[src/rtl/minibyte_pkg.sv]
// Shared types and constants for the minibyte external bus interface.
package minibyte_pkg;

  // Width of the multiplexed address pins.
  localparam int unsigned PIN_W = 8;

  // Width of the shared wait / timeout cycle counter (covers WAIT_STATES and TIMEOUT ranges).
  localparam int unsigned CNT_W = 8;

  // Per-bit output-enable levels; replicated across the data bus by the user.
  localparam logic OE_ALL  = 1'b1;
  localparam logic OE_NONE = 1'b0;

  typedef enum logic [2:0] {
    StIdle,
    StAddrHi,
    StAddrLo,
    StWait,
    StData,
    StDone
  } state_e;

endpackage

[src/rtl/minibyte_wait_timer.sv]
// Loadable, saturating cycle counter shared by the wait-state and timeout phases.
//   clk_i / rst_i : clock, synchronous active-high reset
//   clear_i       : load zero (has priority over inc_i)
//   inc_i         : count one cycle
//   last_i        : terminal value for the current phase
//   tc_o          : count equals last_i (this cycle is the final one of the phase)
module minibyte_wait_timer #(
  parameter int unsigned CntW = 8
) (
  input  logic            clk_i,
  input  logic            rst_i,
  input  logic            clear_i,
  input  logic            inc_i,
  input  logic [CntW-1:0] last_i,
  output logic            tc_o
);

  logic [CntW-1:0] cnt_q, cnt_d;

  always_comb begin
    cnt_d = cnt_q;
    if (clear_i) begin
      cnt_d = '0;
    end else if (inc_i && (cnt_q != '1)) begin
      // Saturate instead of wrapping.
      cnt_d = cnt_q + 1'b1;
    end
  end

  always_ff @(posedge clk_i) begin
    if (rst_i) begin
      cnt_q <= '0;
    end else begin
      cnt_q <= cnt_d;
    end
  end

  assign tc_o = (cnt_q == last_i);

endmodule

[src/rtl/minibyte_bus_if.sv]
// CPU-to-external multiplexed byte bus bridge.
// A CPU request is broken into an optional high-address strobe phase, a low-address phase,
// fixed wait states and a data phase stretched by ready_in (with timeout abort).
// All outputs are registered copies of a decode of the registered FSM state, so every pin
// reflects the state of the previous cycle.
//   clk_in, rst_in                       : clock, synchronous active-high reset
//   req_in, we_in, addr_in, wdata_in     : CPU request (sampled in IDLE / DONE only)
//   ack_out, err_out, rdata_out          : completion pulse, timeout flag, read data
//   pin_addr_out, ale_out                : multiplexed address pins, high-byte strobe
//   pin_data_in/out, pin_oe_out, we_out  : external data bus and write strobe
//   ready_in                             : external device ready
module minibyte_bus_if
  import minibyte_pkg::*;
#(
  parameter int unsigned ADDR_W      = 16,
  parameter int unsigned DATA_W      = 8,
  parameter int unsigned WAIT_STATES = 1,
  parameter int unsigned TIMEOUT     = 64
) (
  input  logic              clk_in,
  input  logic              rst_in,
  input  logic              req_in,
  input  logic              we_in,
  input  logic [ADDR_W-1:0] addr_in,
  input  logic [DATA_W-1:0] wdata_in,
  output logic              ack_out,
  output logic              err_out,
  output logic [DATA_W-1:0] rdata_out,
  output logic [PIN_W-1:0]  pin_addr_out,
  output logic              ale_out,
  input  logic [DATA_W-1:0] pin_data_in,
  output logic [DATA_W-1:0] pin_data_out,
  output logic [DATA_W-1:0] pin_oe_out,
  output logic              we_out,
  input  logic              ready_in
);

  // Terminal counts: the counter runs 0..N-1 over an N-cycle phase.
  localparam logic [CNT_W-1:0] WaitLast = (WAIT_STATES == 0) ? '0 : CNT_W'(WAIT_STATES - 1);
  localparam logic [CNT_W-1:0] ToLast   = CNT_W'(TIMEOUT - 1);

  state_e state_q, state_d;

  // Captured request.
  logic              we_q, we_d;
  logic [15:0]       addr_q, addr_d;
  logic [DATA_W-1:0] wdata_q, wdata_d;
  // Data-phase result, presented on rdata_out during DONE.
  logic [DATA_W-1:0] rd_buf_q, rd_buf_d;
  logic              timeout_q, timeout_d;

  // Registered outputs.
  logic              ack_q, ack_d;
  logic              err_q, err_d;
  logic [DATA_W-1:0] rdata_q, rdata_d;
  logic [PIN_W-1:0]  pin_addr_q, pin_addr_d;
  logic              ale_q, ale_d;
  logic [DATA_W-1:0] pin_data_q, pin_data_d;
  logic [DATA_W-1:0] pin_oe_q, pin_oe_d;
  logic              we_out_q, we_out_d;

  logic             tmr_clear, tmr_inc, tmr_tc;
  logic [CNT_W-1:0] tmr_last;

  minibyte_wait_timer #(
    .CntW (CNT_W)
  ) u_timer (
    .clk_i   (clk_in),
    .rst_i   (rst_in),
    .clear_i (tmr_clear),
    .inc_i   (tmr_inc),
    .last_i  (tmr_last),
    .tc_o    (tmr_tc)
  );

  // Clear on entry to WAIT or DATA; one counter serves both since they never overlap.
  assign tmr_clear = (state_d != state_q) && ((state_d == StWait) || (state_d == StData));
  assign tmr_last  = (state_q == StWait) ? WaitLast : ToLast;

  // Next-state and request capture.
  always_comb begin
    state_d   = state_q;
    we_d      = we_q;
    addr_d    = addr_q;
    wdata_d   = wdata_q;
    rd_buf_d  = rd_buf_q;
    timeout_d = timeout_q;
    tmr_inc   = 1'b0;

    unique case (state_q)
      StIdle, StDone: begin
        if (req_in) begin
          we_d      = we_in;
          addr_d    = 16'(addr_in);
          wdata_d   = wdata_in;
          timeout_d = 1'b0;
          state_d   = (ADDR_W == 16) ? StAddrHi : StAddrLo;
        end else begin
          state_d = StIdle;
        end
      end
      StAddrHi: state_d = StAddrLo;
      StAddrLo: state_d = (WAIT_STATES == 0) ? StData : StWait;
      StWait: begin
        tmr_inc = 1'b1;
        if (tmr_tc) begin
          state_d = StData;
        end
      end
      StData: begin
        if (ready_in) begin
          if (!we_q) begin
            rd_buf_d = pin_data_in;
          end
          state_d = StDone;
        end else begin
          tmr_inc = 1'b1;
          if (tmr_tc) begin
            timeout_d = 1'b1;
            if (!we_q) begin
              rd_buf_d = '1;
            end
            state_d = StDone;
          end
        end
      end
      default: state_d = StIdle;
    endcase
  end

  // Output decode from the registered state; results are registered once more.
  always_comb begin
    ack_d      = (state_q == StDone);
    err_d      = (state_q == StDone) && timeout_q;
    ale_d      = (state_q == StAddrHi);
    we_out_d   = (state_q == StData) && we_q;
    pin_oe_d   = we_out_d ? {DATA_W{OE_ALL}} : {DATA_W{OE_NONE}};
    pin_data_d = we_out_d ? wdata_q : '0;
    rdata_d    = rdata_q;
    pin_addr_d = pin_addr_q;

    if ((state_q == StDone) && !we_q) begin
      rdata_d = rd_buf_q;
    end
    if (state_q == StAddrHi) begin
      pin_addr_d = addr_q[15:8];
    end else if (state_q == StAddrLo) begin
      pin_addr_d = addr_q[7:0];
    end
  end

  always_ff @(posedge clk_in) begin
    if (rst_in) begin
      state_q    <= StIdle;
      we_q       <= 1'b0;
      addr_q     <= '0;
      wdata_q    <= '0;
      rd_buf_q   <= '0;
      timeout_q  <= 1'b0;
      ack_q      <= 1'b0;
      err_q      <= 1'b0;
      rdata_q    <= '0;
      pin_addr_q <= '0;
      ale_q      <= 1'b0;
      pin_data_q <= '0;
      pin_oe_q   <= '0;
      we_out_q   <= 1'b0;
    end else begin
      state_q    <= state_d;
      we_q       <= we_d;
      addr_q     <= addr_d;
      wdata_q    <= wdata_d;
      rd_buf_q   <= rd_buf_d;
      timeout_q  <= timeout_d;
      ack_q      <= ack_d;
      err_q      <= err_d;
      rdata_q    <= rdata_d;
      pin_addr_q <= pin_addr_d;
      ale_q      <= ale_d;
      pin_data_q <= pin_data_d;
      pin_oe_q   <= pin_oe_d;
      we_out_q   <= we_out_d;
    end
  end

  assign ack_out      = ack_q;
  assign err_out      = err_q;
  assign rdata_out    = rdata_q;
  assign pin_addr_out = pin_addr_q;
  assign ale_out      = ale_q;
  assign pin_data_out = pin_data_q;
  assign pin_oe_out   = pin_oe_q;
  assign we_out       = we_out_q;

endmodule

[config.mk]
export PLATFORM = sky130hd
export DESIGN_NAME = minibyte_bus_if
export DESIGN_NICKNAME = d
export VERILOG_FILES = /design/src/rtl/minibyte_pkg.sv /design/src/rtl/minibyte_wait_timer.sv /design/src/rtl/minibyte_bus_if.sv
export SDC_FILE = /design/constraint.sdc
export NUM_CORES = 1
export LEC_CHECK = 0
export CAP_MARGIN = 0
export CORE_ASPECT_RATIO = 1.75
export CORE_MARGIN = 1.5
export CORE_UTILIZATION = 44
export CTS_CLUSTER_DIAMETER = 150
export DETAILED_ROUTE_END_ITERATION = 10
export GPL_TIMING_DRIVEN = 0
export PLACE_DENSITY = 0.76
export SYNTH_ARGS = -nofsm -noshare
export SYNTH_HDL_FRONTEND = slang
export SYNTH_SLANG_ARGS = --single-unit
[constraint.sdc]
create_clock -name clk_in -period 1.7 [get_ports clk_in]
set_clock_uncertainty 0.2 [all_clocks]
set_input_delay 0.34 -clock clk_in [delete_from_list [all_inputs] [get_ports clk_in]]
set_output_delay 0.34 -clock clk_in [all_outputs]
set_load 0.1 [all_outputs]
# After elaboration in Yosys (flattened, before gate mapping)

Index checks and enable logic that the tools add are counted.

Register bits after elaboration: 81
Input port bits: 37
Output and inout port bits: 36
Word-level logic and storage cells: 67

Add/sub/neg operators: 1
Equality and inequality tests: 13
Muxes and demuxes: 19
Bitwise operators: 2
Reduce and logical (&&, ||, !) cells: 17

Operators with widths:

| kind                                                 | number |
|---|---|
| 2-to-1 mux 8 bit                                     | 7 |
| one-hot mux 3 bit (5 select lines)                   | 1 |
| equality test 3 x 2 -> 1 bit (second input constant) | 3 |
| equality test 3 bit (second input constant)          | 3 |
| 2-to-1 mux 3 bit                                     | 3 |
| adder 8 x 1 -> 8 bit (second input constant)         | 1 |
| equality test 8 x 6 -> 1 bit                         | 1 |
| inequality test 8 bit (second input constant)        | 1 |
| 2-to-1 mux 6 bit                                     | 1 |
| inequality test 2 bit (second input constant)        | 3 |
| nonzero test 2 bit                                   | 3 |
| OR reduction 2 bit                                   | 3 |
| logical AND 1 bit                                    | 5 |
| 2-to-1 mux 1 bit                                     | 5 |
| one-hot mux 1 bit (2 select lines)                   | 2 |
| AND reduction 4 bit                                  | 1 |
| equality test 3 x 1 -> 1 bit (second input constant) | 1 |
| logical NOT 3 bit                                    | 1 |
| inequality test 3 bit                                | 1 |
| AND reduction 3 bit                                  | 1 |
| inverter 1 bit                                       | 2 |
| AND reduction 2 bit                                  | 1 |
| logical NOT 1 bit                                    | 1 |
| logical OR 1 bit                                     | 1 |

# Logic depth before layout (Yosys ltp)

Gate-level depths: netlist of the first run.

Depth in word-level cells: 10
Depth in mapped cells: 7

# Hierarchy

A second synthesis of the first run with hierarchy kept.

Cell total of the unflattened synthesis: 322
Area, all modules: 3072.9 µm²

Modules (own cells, without submodules):

| module              | times used | cells each | area an instance (µm²) | seq. area each (µm²) |
|---|---|---|---|---|
| minibyte_bus_if     | 1          | 266        | 2563.7                 | 1301.2 |
| minibyte_wait_timer | 1          | 56         | 509.2                  | 160.2 |

# Worst setup path before layout of the first run

No wires, ideal clock.

Path kind: register to output
Start: register pin_oe_out[6] (netlist name)
End: output port pin_oe_out[0]
Arrival: 1.482 ns
Setup slack: -0.322 ns
Stages on the path, launching flop included: 2
Path buffers: 1
Cell sequence: dfxtp_1 > buf_4

RTL lines:

| element       | line                  | text |
|---|---|---|
| end, declared | minibyte_bus_if.sv:33 | `output logic [DATA_W-1:0] pin_oe_out,` |

# Worst setup path in the final report of the first run

Start: register state_q[0]
End: register u_timer.cnt_q[7]

Word-level cells in the longest chain between the ends: 10

Ends and longest elaborated chain:

| element                                                             | line                                         | text |
|---|---|---|
| start, declared                                                     | minibyte_bus_if.sv:42                        | `state_e state_q, state_d;` |
| start signal, assigned                                              | minibyte_bus_if.sv:154                       | `state_q <= StIdle;` |
| start signal, assigned                                              | minibyte_bus_if.sv:169                       | `state_q <= state_d;` |
| equality test 3 x 2 -> 1 bit                                        | minibyte_bus_if.sv:78, minibyte_bus_if.sv:90 |  |
| 2-to-1 mux 6 bit                                                    | minibyte_bus_if.sv:78                        | `assign tmr_last = (state_q == StWait) ? WaitLast : ToLast;` |
| equality test 8 x 6 -> 1 bit                                        | minibyte_wait_timer.sv:38                    | `assign tc_o = (cnt_q == last_i);` |
| 2-to-1 mux 3 bit                                                    | minibyte_bus_if.sv:118                       | `if (tmr_tc) begin` |
| 2-to-1 mux 3 bit                                                    | minibyte_bus_if.sv:111                       | `if (ready_in) begin` |
| one-hot mux 3 bit (5 select lines)                                  | minibyte_bus_if.sv:90                        | `unique case (state_q)` |
| equality test 3 x 2 -> 1 bit or equality test 3 bit (tied branches) | minibyte_bus_if.sv:77                        | `assign tmr_clear = (state_d != state_q) && ((state_d == StWait) \|\| (state_d == StData));` |
| logical OR 1 bit                                                    | minibyte_bus_if.sv:77                        |  |
| logical AND 1 bit                                                   | minibyte_bus_if.sv:77                        |  |
| OR reduction 2 bit (no line)                                        | -                                            |  |
| end signal, assigned                                                | minibyte_wait_timer.sv:34                    | `cnt_q <= cnt_d;` |
| end, declared                                                       | minibyte_wait_timer.sv:18                    | `logic [CntW-1:0] cnt_q, cnt_d;` |

Several ways; a longest one is shown, not always the timed one.
A chain may end at the register's enable or synchronous reset.

==> results.json, run 1 <==
{
  "setup_viol": 28,
  "core-area_um2": 6276,
  "p_per_area_nw_per_um2": 990.4,
  "worstSkewPairLatency_ns": 0.35,
  "global_route.usage.total_pct": 21.72,
  "placed_cell_area_um2": 3701,
  "grt_pass1_wl_um": 11860,
  "report.power.total_mw": 4.259,
  "timing.fmax_mhz": 534.5,
  "cts_tree": "built",
  "avgViaCountPerCell": 5.170,
  "initial_core_util_pct": 45.87,
  "die_y_um": 110.0,
  "overflow": 0,
  "path_max_fanout": 5,
  "synth_cells": 319,
  "die_x_um": 64.15,
  "area_growth_pct": 49.37,
  "setup.worst_path.end_class": "flip-flop",
  "io_pins": 73,
  "antenna_found_initial": 0,
  "die_area_um2": 7056,
  "path_cells": "buf_6, nor4b_4, o22ai_4, or4_4, a21oi_2",
  "drtPass1Iterations": 4,
  "h-tree-depth": 3,
  "final_min_period_over_clock_period_pct": 110.1,
  "drt-met1-wl_um": 2896,
  "detail-route-antenna-nets": 0,
  "critPathTopFamily": "simple AND/OR/NAND/NOR gates",
  "drt-total-wl_um": 7844,
  "rsz0062_at_grt": "true",
  "r2r_slack_ns": -0.17,
  "status": "finished with violations",
  "dp_hpwl_um": 4828,
  "drcViolationCount": 0,
  "critPathMaxStageDelay_ns": 0.49,
  "synth.distinct_cells": 42,
  "worstMarginPinSlew_ns": 0.4962,
  "setup_ws_ns": -0.1711,
  "startpoint_type": "flip-flop",
  "grt_pass1_vias": 2567,
  "critPathSlowestCell": "or4_4",
  "row_count": 38,
  "mostFrequentLayoutCells": "62 x dfxtp_1, 52 x nand2_1, 35 x clkdlybuf4s50_1, 29 x nor2_1, 25 x buf_2",
  "grt_max_degree": 14,
  "place_congestion": 0.8271,
  "layout.cells.most_common": "dfxtp_1",
  "numCtsBuffers": 9,
  "cp.arrival_ns": 1.96,
  "crit_cells": 5,
  "critPathKind": "reg -> reg",
  "cp_num_buf_inv": 1,
  "drv_slew": 0,
  "rr_worst_depth": 5,
  "yosysSeqAreaShare_pct": 50.76,
  "irDropWorstVdd_uv": 746.2,
  "post-place-cells": 471,
  "fin_crit_ns": 1.871,
  "max_cap_viol_count": 0,
  "cts_buffer_depth": 2,
  "vias": 2611,
  "top_layer_used": "met4",
  "power.leakage_nw": 1.684,
  "critical_path_required_ns": 1.79,
  "routedWlPerCell_um": 15.53,
  "relSlewSlack_pct": 67.15,
  "wl_met2_um": 4412,
  "synth_area_um2": 2879,
  "cts.sinks": 73,
  "place.port_buffers": 72,
  "drt_iter0_markers": 89,
  "synth_nets": 357,
  "clk_pin_slew_ns": 0.08,
  "num_antenna_cells": 0,
  "clockRootBuffer": "clkbuf_8",
  "nets": 458,
  "place_ws_ns": -0.5265,
  "fin_area_um2": 4300,
  "yosys_warnings": 0,
  "drive_gt1_share_pct": 36.71,
  "timing_hold_violations_final": 0,
  "final_cells": 505,
  "violations": "negative setup slack",
  "syn-mean-instance-area_um2": 9.025,
  "min_path_cells": 2,
  "ys_seq_elements": 73,
  "hold_class": "reg -> reg",
  "dr_wl_met3_um": 306,
  "setup-tns-final_ns": -1.761
}
-- worst min-delay path, cell delays in order (launching register included) --
cell	delay (ns)
dfxtp_1	0.31
nand2_1	0.05
a21oi_1	0.05
-- area by class of cell --
type / count / area, um2
Inverter: 11 / 41.29
Buffer: 24 / 183.9
Sequential cell: 73 / 1488
Tap cell: 80 / 100.1
Clock inverter: 7 / 70.07
Clock buffer: 9 / 123.9
Timing Repair Buffer: 91 / 789.5
Multi-Input combinational cell: 210 / 1504
Fill cell: 498 / 1976
-- state kept, by name (all words and copies together), names as in the netlist, 3 cells and up --
signal / count
state_q: 3
addr_q: 16
pin_data_out: 8
wdata_q: 8
rdata_out: 8
rd_buf_q: 8
pin_addr_out: 8
u_timer.cnt_q: 8
-- where the power goes --
part           switching, mW  internal, mW
logic                  0.663         0.376
clock network          0.662         0.676
registers             0.0682          1.81
total                   1.39          2.87
-- through the flow --
step                      hold WS (ns)  util, %
after global placement          0.2352    58.97
after detailed placement        0.2443    58.97
final                           0.2541    68.52
after floorplan                 0.2273        -
after CTS                       0.2549    64.02
after global routing            0.2826    68.52
-- routing by layer --
metal / track usage (%) / vias up
met5: 0 / -
met4: 9.422 / 0
met3: 5.076 / 16
met2: 39.81 / 63
met1: 23.63 / 1256
li1: - / 1276
-- final timing paths --
check	from	endpoint
setup / recovery	state_q[0]	u_timer.cnt_q[7]
hold / removal	wdata_q[7]	wdata_q[7]
setup reg to reg	state_q[0]	u_timer.cnt_q[7]
hold reg to reg	wdata_q[7]	wdata_q[7]
-- what timing repair did --
action / in CTS / in global routing
resized for setup: 245 / 67
pin swaps: 17 / 21
hold buffers: 0 / 0
setup endpoints to repair: 103 / 79
setup buffers: 12 / 4
gates cloned: 0 / 3
-- synthesized netlist by cell type (all sizes together) --
| library cell | instances | area [um2] |
|---|---|---|
| dfxtp | 73 | 1461 |
| nand2 | 54 | 202.7 |
| a21oi | 34 | 170.2 |
| nor2 | 31 | 121.4 |
| buf | 18 | 121.4 |
| mux2i | 17 | 170.2 |
| a211oi | 16 | 120.1 |
| inv | 11 | 41.29 |
| and2 | 9 | 56.30 |
| clkbuf | 7 | 26.28 |
| nand3 | 4 | 20.02 |
| o21ai | 4 | 20.02 |
| o31ai | 4 | 35.03 |
| or4 | 4 | 30.03 |
| nor4 | 3 | 25.02 |
| nor4b | 3 | 41.29 |
| or2 | 3 | 18.77 |
| or3 | 3 | 18.77 |
| and3 | 2 | 12.51 |
| and3b | 2 | 17.52 |
| nand2b | 2 | 12.51 |
| nand3b | 2 | 15.01 |
| nor3b | 2 | 20.02 |
| xnor2 | 2 | 17.52 |
| a211o | 1 | 8.760 |
| a21boi | 1 | 7.510 |
| ha | 1 | 12.51 |
| nand4 | 1 | 12.51 |
| nor2b | 1 | 6.260 |
| o211ai | 1 | 7.510 |
| o21bai | 1 | 7.510 |
| o22ai | 1 | 12.51 |
| xor2 | 1 | 8.760 |
-- cells by family after synthesis --
group                      after synthesis  share of synthesized area [%]
muxes                                   17                          5.910
buffers and inverters                   36                          6.562
and+or+nand+nor                        126                          21.90
AOI/OAI and AO/OA                       63                          13.52
xor gates and xnor gates                 3                         0.9128
adders and majority gates                1                         0.4345
DFF                                     73                          50.76
Power figures use the tool's default switching activity.
==> run 2: changes to the inputs <==
Settings changed: CTS_CLUSTER_SIZE set to 16.
==> results of run 2 <==
Same layout as run 1: the final DEF is identical, and so are final timing and power.
==> run 3: changes to the inputs <==
Settings changed: GPL_TIMING_DRIVEN 0 to unset.
==> run 3 against run 2 <==
The flow still finishes with violations (negative setup slack). Register-to-register slack better by 0.08 ns. Critical path type unchanged. Clock power is 12% higher. Sequential power hardly changed. Fmax is 4.3% higher. Die area stayed put. Critical path depth stayed put. Global-route usage hardly changed. Core utilization is 6.3 points higher. Sequential share of layout area is 2.9 points lower. Final area is 9.3% higher. Largest cell class is now flip-flops and latches. Via count is 0.38% higher. Setup slack better by 0.077 ns.
==> results.json, run 3 (same netlist as run 1, synthesis figures left out) <==
{
  "num_antenna_cells": 0,
  "drt-total-wl_um": 7842,
  "crit_start": "state_q[2]",
  "critPathKind": "reg -> reg",
  "fin_crit_ns": 1.794,
  "irDropWorstVdd_uv": 648.5,
  "setup_viol": 10,
  "area_growth_pct": 63.19,
  "die_x_um": 64.15,
  "p_per_area_nw_per_um2": 962.0,
  "grt_max_degree": 36,
  "drive_gt1_share_pct": 32.78,
  "drv_slew": 0,
  "setup_ws_ns": -0.09397,
  "nets": 457,
  "cts_tree": "built",
  "grt_pass1_vias": 2600,
  "clockRootBuffer": "clkbuf_8",
  "avgViaCountPerCell": 5.200,
  "critical_path_required_ns": 1.75,
  "hold_buffers": 0,
  "crit_end": "state_q[0]",
  "die_area_um2": 7056,
  "dp_hpwl_um": 5053,
  "grt_pass1_wl_um": 11750,
  "critPathMaxStageDelay_ns": 0.41,
  "regMostFlops": "addr_q",
  "status": "finished with violations",
  "row_count": 38,
  "antenna_found_initial": 0,
  "startpoint_type": "flip-flop",
  "timing.hold.ws_ns": 0.1682,
  "path_max_fanout": 4,
  "final_core_util_pct": 74.86,
  "cts.sinks": 73,
  "largest_reg_flops": 16,
  "worstMarginPinSlew_ns": 0.3726,
  "die_y_um": 110.0,
  "setup.worst_path.end_class": "flip-flop",
  "clk_pin_slew_ns": 0.08,
  "worstSkewPairLatency_ns": 0.35,
  "numCtsBuffers": 9,
  "path_cells": "and3b_2, nor4_4, buf_4, or4_4, and3_1",
  "max_cap_viol_count": 0,
  "timing.fmax_mhz": 557.4,
  "critPathSlowestCell": "or4_4",
  "violations": "negative setup slack",
  "vias": 2621,
  "mostFrequentLayoutCells": "63 x dfxtp_1, 52 x nand2_1, 38 x buf_12, 35 x buf_4, 34 x clkdlybuf4s50_1",
  "io_pins": 73,
  "core-area_um2": 6276,
  "power.leakage_nw": 1.784,
  "overflow": 0,
  "place_congestion": 0.8314,
  "routedWlPerCell_um": 15.56,
  "drt_iter0_markers": 166,
  "drtPass1Iterations": 4,
  "relSlewSlack_pct": 75.16,
  "final_min_period_over_clock_period_pct": 105.5,
  "rr_startpoint": "state_q[2]",
  "drcViolationCount": 0,
  "setup-tns-final_ns": -0.4342,
  "timing_hold_violations_final": 0,
  "hold_class": "in -> reg",
  "cts_buffer_depth": 2,
  "rr_worst_depth": 5,
  "layout.cells.most_common": "dfxtp_1",
  "place_ws_ns": -0.5102,
  "r2r_slack_ns": -0.09,
  "h-tree-depth": 3,
  "rsz0062_at_grt": "true",
  "place.port_buffers": 72,
  "cp.arrival_ns": 1.84,
  "global_route.usage.total_pct": 21.69,
  "detail-route-antenna-nets": 0,
  "initial_core_util_pct": 45.87,
  "r2r_end": "state_q[0]"
}
[run 3: cell count changes in the layout (fill, tap and decap cells not counted), moves of 3 or more]
cell / change
buf_4: +11
o21ai_0: +3
a21oi_2: -10
buf_2: -23
buf_12: +36
clkbuf_2: -5
buf_6: -15
a21oi_1: +10
clkbuf_4: -4
[run 3: area by class of cell]
| cell class | count | area [um2] |
|---|---|---|
| Fill cell | 455 | 1578 |
| Sequential cell | 73 | 1489 |
| Timing Repair Buffer | 114 | 1428 |
| Multi-Input combinational cell | 210 | 1420 |
| Clock buffer | 11 | 141.4 |
| Tap cell | 80 | 100.1 |
| Clock inverter | 5 | 78.83 |
| Inverter | 11 | 41.29 |
[run 3: power breakdown]
part           total, mW  switching, mW  internal, mW  leakage (nW)
sequential          1.90         0.0899          1.81         0.600
clock               1.50          0.640         0.864         0.113
combinational       1.11          0.636         0.476          1.07
total               4.52           1.37          3.15          1.78
[run 3: how the worst min path moves through the flow]
stage               startpoint         endpoint  cells past startpoint
floorplan            timeout_q        timeout_q                      2
global placement    wdata_q[7]  pin_data_out[7]                      1
detailed placement  wdata_q[6]       wdata_q[6]                      2
CTS                     rst_in    pin_oe_out[6]                      3
global route            rst_in    pin_oe_out[6]                      3
finish                  rst_in    pin_oe_out[6]                      3
[run 3: per-layer routing]
| metal | wire length [um] | vias to the layer above | global-route usage (%) |
|---|---|---|---|
| met3 | 266 | 23 | 4.975 |
| li1 | - | 1281 | - |
| met5 | 0 | - | 0 |
| met1 | 2810 | 1245 | 21.92 |
| met4 | 308 | 0 | 12.46 |
| met2 | 4455 | 72 | 40.25 |
[run 3: what timing repair did]
item / in CTS / in global routing
buffers inserted: 3 / 5
gates cloned: 0 / 1
endpoints found under the setup margin: 28 / 34
gates resized for setup: 21 / 38
pin swaps: 11 / 18
[run 3: worst max-delay path, delay by kind of cell, from the launching register on]
kind | cells | cell delay [ns]
and+or+nand+nor | 4 | 0.99
DFF | 1 | 0.36
buffers and inverters | 1 | 0.15
[run 3: per-stage QoR]
stage          cell area [um2]  total power [mW]  cells
6_report                  4698             4.520    504
5_1_grt                   4698             4.694    504
4_1_cts                   4507             4.494    499
3_5_place_dp              4194             3.005    480
3_3_place_gp              4194             2.979    480
2_1_floorplan             2880             2.549    319
